$ cat src/rtl/rec_pkg.sv
// Shared types and constants for the byte-to-record assembler.
package rec_pkg;

  typedef struct packed {
    logic [7:0] addr;
    logic [7:0] payload;
    logic       flag;
  } rec_t;

  typedef enum logic [1:0] {
    IDLE        = 2'd0,
    GOT_ADDR    = 2'd1,
    GOT_PAYLOAD = 2'd2,
    HOLD        = 2'd3
  } asm_state_e;

  localparam logic [1:0] ERR_TIMEOUT = 2'b01;
  localparam logic [1:0] ERR_FORMAT  = 2'b10;
  localparam logic [1:0] ERR_PARITY  = 2'b11;

  localparam int REC_W = $bits(rec_t);

  function automatic logic even_parity(input logic [15:0] d);
    return ^d;
  endfunction

endpackage

$ cat src/rtl/rec_byte_assembler_if.sv
// Byte-in / record-out / error-strobe bundle for rec_byte_assembler.
interface rec_byte_assembler_if;
  import rec_pkg::*;

  logic [7:0] in_data;
  logic       in_valid;
  logic       in_ready;
  rec_t       out_rec;
  logic       out_valid;
  logic       out_ready;
  logic       err_valid;
  logic [1:0] err_code;

  modport master (
    output in_data, in_valid, out_ready,
    input  in_ready, out_rec, out_valid, err_valid, err_code
  );

  modport slave (
    input  in_data, in_valid, out_ready,
    output in_ready, out_rec, out_valid, err_valid, err_code
  );

endinterface

$ cat src/rtl/rec_out_reg.sv
// Output holding register: keeps a record stable until the consumer takes it.
module rec_out_reg
  import rec_pkg::*;
(
  input  logic clk,
  input  logic rst_n,
  input  logic i_load,
  input  rec_t i_rec,
  input  logic i_ready,
  output logic o_valid,
  output rec_t o_rec
);

  logic r_valid;
  rec_t r_rec;

  // Load wins over drain so a record completing during a handshake is not lost.
  always_ff @(posedge clk or negedge rst_n) begin
    if (!rst_n) begin
      r_valid <= 1'b0;
      r_rec   <= {REC_W{1'b0}};
    end else if (i_load) begin
      r_valid <= 1'b1;
      r_rec   <= i_rec;
    end else if (r_valid && i_ready) begin
      r_valid <= 1'b0;
    end
  end

  assign o_valid = r_valid;
  assign o_rec   = r_rec;

endmodule

$ cat src/rtl/rec_byte_assembler.sv
// Assembles addr/payload/flag byte triples into rec_t records with timeout and format checks.
// Optional flag parity check enabled by defining REC_PARITY_CHECK_EN.
module rec_byte_assembler
  import rec_pkg::*;
#(
  parameter int TIMEOUT_CYCLES = 16,
  parameter int CNT_W          = $clog2(TIMEOUT_CYCLES + 1)
)
(
  input  logic                 clk,
  input  logic                 rst_n,
  rec_byte_assembler_if.slave  bus
);

  localparam int              CW       = (CNT_W < 1) ? 1 : CNT_W;
  localparam logic [CW-1:0]   LAST_CNT = (TIMEOUT_CYCLES > 32'sd0) ? CW'(TIMEOUT_CYCLES - 1) : {CW{1'b0}};

  asm_state_e    r_state;
  logic [7:0]    r_addr;
  logic [7:0]    r_payload;
  logic [CW-1:0] r_cnt;
  logic          r_err_valid;
  logic [1:0]    r_err_code;

  logic w_in_ready;
  logic w_accept;
  logic w_fmt_bad;
  logic w_par_bad;
  logic w_load;
  logic w_expire;
  logic w_out_valid;
  rec_t w_rec;
  rec_t w_out_rec;

  // Handshake qualification and byte2 checks.
  always_comb begin
    w_in_ready = (r_state == HOLD) ? bus.out_ready : 1'b1;
    w_accept   = bus.in_valid && w_in_ready;
    w_fmt_bad  = (bus.in_data[7:1] != 7'b000_0000);
`ifdef REC_PARITY_CHECK_EN
    w_par_bad  = (bus.in_data[0] != even_parity({r_addr, r_payload}));
`else
    w_par_bad  = 1'b0;
`endif
    w_load     = (r_state == GOT_PAYLOAD) && w_accept && !w_fmt_bad && !w_par_bad;
    // Counter has already seen TIMEOUT_CYCLES-1 idle cycles; this idle cycle expires it.
    w_expire   = (TIMEOUT_CYCLES > 32'sd0) && ((r_state == GOT_ADDR) || (r_state == GOT_PAYLOAD))
                 && !w_accept && (r_cnt == LAST_CNT);
    w_rec      = {r_addr, r_payload, bus.in_data[0]};
  end

  // Frame FSM with idle-cycle timeout and registered error reporting.
  always_ff @(posedge clk or negedge rst_n) begin
    if (!rst_n) begin
      r_state     <= IDLE;
      r_addr      <= 8'h00;
      r_payload   <= 8'h00;
      r_cnt       <= {CW{1'b0}};
      r_err_valid <= 1'b0;
      r_err_code  <= 2'b00;
    end else begin
      r_err_valid <= 1'b0;
      case (r_state)
        IDLE: begin
          r_cnt <= {CW{1'b0}};
          if (w_accept) begin
            r_addr  <= bus.in_data;
            r_state <= GOT_ADDR;
          end
        end
        GOT_ADDR: begin
          if (w_accept) begin
            r_payload <= bus.in_data;
            r_cnt     <= {CW{1'b0}};
            r_state   <= GOT_PAYLOAD;
          end else if (w_expire) begin
            r_cnt       <= {CW{1'b0}};
            r_err_valid <= 1'b1;
            r_err_code  <= ERR_TIMEOUT;
            r_state     <= IDLE;
          end else begin
            r_cnt <= r_cnt + CW'(1'b1);
          end
        end
        GOT_PAYLOAD: begin
          if (w_accept) begin
            r_cnt <= {CW{1'b0}};
            if (w_fmt_bad) begin
              r_err_valid <= 1'b1;
              r_err_code  <= ERR_FORMAT;
              r_state     <= IDLE;
            end else if (w_par_bad) begin
              r_err_valid <= 1'b1;
              r_err_code  <= ERR_PARITY;
              r_state     <= IDLE;
            end else begin
              r_state <= HOLD;
            end
          end else if (w_expire) begin
            r_cnt       <= {CW{1'b0}};
            r_err_valid <= 1'b1;
            r_err_code  <= ERR_TIMEOUT;
            r_state     <= IDLE;
          end else begin
            r_cnt <= r_cnt + CW'(1'b1);
          end
        end
        HOLD: begin
          r_cnt <= {CW{1'b0}};
          // A byte taken during the output handshake starts the next frame.
          if (w_out_valid && bus.out_ready) begin
            if (w_accept) begin
              r_addr  <= bus.in_data;
              r_state <= GOT_ADDR;
            end else begin
              r_state <= IDLE;
            end
          end
        end
        default: begin
          r_cnt   <= {CW{1'b0}};
          r_state <= IDLE;
        end
      endcase
    end
  end

  rec_out_reg u_out_reg (
    .clk     (clk),
    .rst_n   (rst_n),
    .i_load  (w_load),
    .i_rec   (w_rec),
    .i_ready (bus.out_ready),
    .o_valid (w_out_valid),
    .o_rec   (w_out_rec)
  );

  assign bus.in_ready  = w_in_ready;
  assign bus.out_valid = w_out_valid;
  assign bus.out_rec   = w_out_rec;
  assign bus.err_valid = r_err_valid;
  assign bus.err_code  = r_err_code;

endmodule

$ cat src/flat_wrapper.sv
// flat-port wrapper written by rule: the top's interface ports become plain ports
module rec_byte_assembler_flat import rec_pkg::*;
#(
  parameter int TIMEOUT_CYCLES = 16,
  parameter int CNT_W          = $clog2(TIMEOUT_CYCLES + 1)
)
  (clk, rst_n, bus_in_data, bus_in_valid, bus_out_ready, bus_in_ready, bus_out_rec, bus_out_valid, bus_err_valid, bus_err_code);
  rec_byte_assembler_if bus_i ();
  input  logic clk;
  input  logic rst_n;
  input wire logic [$bits(bus_i.in_data)-1:0] bus_in_data;
  input wire logic [$bits(bus_i.in_valid)-1:0] bus_in_valid;
  input wire logic [$bits(bus_i.out_ready)-1:0] bus_out_ready;
  output wire logic [$bits(bus_i.in_ready)-1:0] bus_in_ready;
  output wire logic [$bits(bus_i.out_rec)-1:0] bus_out_rec;
  output wire logic [$bits(bus_i.out_valid)-1:0] bus_out_valid;
  output wire logic [$bits(bus_i.err_valid)-1:0] bus_err_valid;
  output wire logic [$bits(bus_i.err_code)-1:0] bus_err_code;
  assign bus_i.in_data = bus_in_data;
  assign bus_i.in_valid = bus_in_valid;
  assign bus_i.out_ready = bus_out_ready;
  assign bus_in_ready = bus_i.in_ready;
  assign bus_out_rec = bus_i.out_rec;
  assign bus_out_valid = bus_i.out_valid;
  assign bus_err_valid = bus_i.err_valid;
  assign bus_err_code = bus_i.err_code;
  rec_byte_assembler #(.TIMEOUT_CYCLES(TIMEOUT_CYCLES), .CNT_W(CNT_W)) u_core (.clk(clk), .rst_n(rst_n), .bus(bus_i));
endmodule
$ cat config.mk
export PLATFORM = sky130hd
export DESIGN_NAME = rec_byte_assembler_flat
export DESIGN_NICKNAME = d
export VERILOG_FILES = /design/src/rtl/rec_pkg.sv /design/src/rtl/rec_byte_assembler_if.sv /design/src/rtl/rec_out_reg.sv /design/src/rtl/rec_byte_assembler.sv /design/src/flat_wrapper.sv
export SDC_FILE = /design/constraint.sdc
export NUM_CORES = 1
export LEC_CHECK = 0
export CAP_MARGIN = 40
export CORE_AREA = 2 2 59 83
export DETAILED_ROUTE_END_ITERATION = 6
export DIE_AREA = 0 0 61 85
export HOLD_SLACK_MARGIN = 0.02
export MAX_ROUTING_LAYER = met4
export PLACE_DENSITY_LB_ADDON = 0.2
export SLEW_MARGIN = 0
export SYNTH_ARGS = -nofsm -noshare
export SYNTH_HDL_FRONTEND = slang
export SYNTH_SLANG_ARGS = --single-unit
$ cat constraint.sdc
create_clock -name clk -period 1.9 [get_ports clk]
set_input_delay 0.38 -clock clk [delete_from_list [all_inputs] [get_ports clk]]
set_output_delay 0.38 -clock clk [all_outputs]
set_load 0.1 [all_outputs]
==> qor.txt <==
routed wire length per instance: 15.9 um
VDD IR max: 0.000660 V
WHS: 0.148 ns
Post-synth top cells: 44 x dfrtp_1, 24 x mux2_2, 9 x mux2_4
CTS tree: built
post-synth top area cell: dfrtp_1
filler instances: 367
synth warn: 0
sequential area share after synthesis: 56.4%
Yosys cell types: 34
Die Y: 85 um
FF/Latch Area: 1100 um2
crit path DAT: 2.02 ns
final instance area: 2710 um2
die area: 5190 um2
I/O pins: 34
# port buffers: 33
setup violators final: 0
maxcap violations: 0
clock buffer count from CTS: 5
Setup crit end kind: flop
Post-synth ARST share: 100%
Synth Register Bits: 44
Initial Util: 43.8%
Top FF cell, synth: dfrtp_1
vias after detailed routing: 1,300
crit path max fanout: 5
DRT iter0 DRCs: 54
Final Worst Setup Slack: 0.0613 ns
multi-input logic area: 815 um2
RSZ-0062 raised after global routing: false
GR Util All Layers: 19.6%
CP required: 2.08 ns
Mapped Nets: 158
first-pass GRT wire length: 7.20 mm
Root Buffer: clkbuf_8
Synth area leaders: dfrtp_1 56%, mux2_2 14%, mux2_4 6.9%
CTS Sinks: 44
Power Density: 1210 nW/um2
Place WS: -0.570 ns
number of vias per cell: 5.04
# DRC: 0
Critical Path Source Type: flop
CP max-delay cell: dfrtp_1
die width: 61 um
RD Place Congestion: 0.872
CP top delay family: simple AND/OR/NAND/NOR gates
ANT nets after route: 0
DP Area: 2530 um2
largest net degree at the start of global routing: 45
initial antenna violation count: 0
status: complete, no violations
# nets final: 213
Max transition margin: 64.0%
Hold-fix buffers, CTS: 0
dpl hpwl: 3.00 mm
Final Hold Vio Count: 0
number of global-route vias before repair: 1,456
critical path cell sequence: ha_2, or2b_4, and2_4, and3_4, buf_8, mux2_2
most common cell in the netlist: dfrtp_1
total core area: 4460 um2
Worst-Skew Late Latency: 0.29 ns
worst-margin pin slew: 0.540 ns
fin. max-slew vios: 0
skew final: 0.00356 ns
Crit Path Category: reg -> reg
Max stage delay on crit path: 0.42 ns
Cell Area, Synth: 1950 um2
TritonRoute pass-1 iters: 3
layout cells sized above 1: 48.0%
Tcrit/Tclk final: 96.8%
EDFF count, synth: 0
Yosys top cell area share: 56.4%
FP Rows: 29
Bufs and invs on worst path: 1
Hold Path Class: in -> async
Mean Syn Cell Area: 14.0 um2
minimum clock period after layout: 1.84 ns
H-Tree Level Count: 2
Inserted Diodes: 0
Worst-path clk slew: 0.08 ns
WL final: 4.10 mm
gr ovfl total: 0
post-layout util: 60.7%
gate count of the mapped netlist: 140
Lkg Pwr: 1.28 nW
Max clock buf depth: 2
area grow syn2layout: 38.8%
Max Clk Rate: 544 MHz
placed cells by master (no fill, tap or decap), drive strengths merged, types with 2 or more instances in the layout:
cell type / count
dfrtp: 44
buf: 44
mux2: 33
inv: 8
clkbuf: 7
clkdlybuf4s50: 6
ha: 6
nand2: 5
nor2: 5
nand4b: 3
o21ai: 3
a21oi: 3
and3: 3
nor2b: 2
nand3: 2
o21bai: 2
a31oi: 2
nor4: 2
a21o: 2
final cells by class:
type / instances / share of cell area, %
clock buffer: 7 / 3.55
multi-input combinational: 85 / 30.1
sequential: 44 / 40.7
clock inverter: 1 / 1.11
tap: 62 / 2.86
timing repair buffer: 51 / 20.6
inverter: 8 / 1.11
where the power goes:
group          internal (W)  total, W  switching (W)
logic              0.000544   0.00119       0.000641
clock network      0.000464  0.000762       0.000299
registers           0.00118   0.00134       0.000154
metrics by stage:
step                instances  power (W)  TNS (ns)
finish                    258    0.00328         0
global route              258    0.00349         0
CTS                       260    0.00330         0
detailed placement        246    0.00252    -10.98
global placement          246    0.00246     -9.44
floorplan                 140    0.00212     -1.67
per-layer routing:
metal / routed length (um) / vias to the layer above / global-route usage, % / share of wire [%]
met5: 0 / - / - / 0
met3: 112 / 6 / 3.35 / 2.7
met2: 2260 / 29 / 32.6 / 55
met4: 61 / 0 / 6.52 / 1.5
met1: 1660 / 659 / 23.5 / 40
li1: - / 606 / - / -
worst register-to-register path, delay by kind of cell, from the launching register on:
family        cells  cell delay (ns)
fa+ha+maj         1             0.21
mux               1             0.34
buf+inv           1             0.13
flops             1             0.42
simple gates      3             0.62
final timing paths:
check                      cells past startpoint                                     end  slack, ns                          start
setup / recovery                               6   u_core.u_out_reg.o_rec[3]$_DFFE_PN0P_       0.06  u_core.r_state[1]$_DFFE_PN0P_
hold / removal                                 2  u_core.u_out_reg.o_rec[12]$_DFFE_PN0P_       0.15                          rst_n
setup reg to reg                               6   u_core.u_out_reg.o_rec[3]$_DFFE_PN0P_       0.06  u_core.r_state[1]$_DFFE_PN0P_
hold reg to reg                                1  u_core.u_out_reg.o_rec[14]$_DFFE_PN0P_       0.51   u_core.r_addr[5]$_DFFE_PN0P_
max in group asynchronous                      2    u_core.u_out_reg.o_valid$_DFFE_PN0P_       1.37                          rst_n
min in group clk                               2         u_core.r_payload[6]$_DFFE_PN0P_       0.36                 bus_in_data[6]
kinds of logic (layout without fill, tap and decap cells):
logic type	count (synthesis)	after routing	share of synthesized area [%]
buffers and inverters	11	67	3.33
XOR/XNOR	1	1	0.449
AND/OR/NAND/NOR	27	27	8.84
adder cells (fa/ha/maj)	6	6	3.84
AO/OA/AOI/OAI	18	18	6.41
multiplexers	33	33	20.8
flip-flops	44	44	56.4
flip-flops by register name, indices dropped and copies added, names as in the netlist:
register / count
u_core.r_cnt: 5
u_core.r_state: 2
u_core.bus.err_code: 2
u_core.u_out_reg.o_valid: 1
u_core.bus.err_valid: 1
u_core.r_addr: 8
u_core.r_payload: 8
u_core.u_out_reg.o_rec: 17
repair_timing:
item / 4_1_cts / 5_1_grt
resized for setup: 28 / 0
hold endpoints to repair: 0 / 0
buffers inserted: 4 / 2
pin swaps: 3 / 1
gates cloned: 2 / 0
setup endpoints to repair: 18 / 24
(Power assumes the default switching activity.)
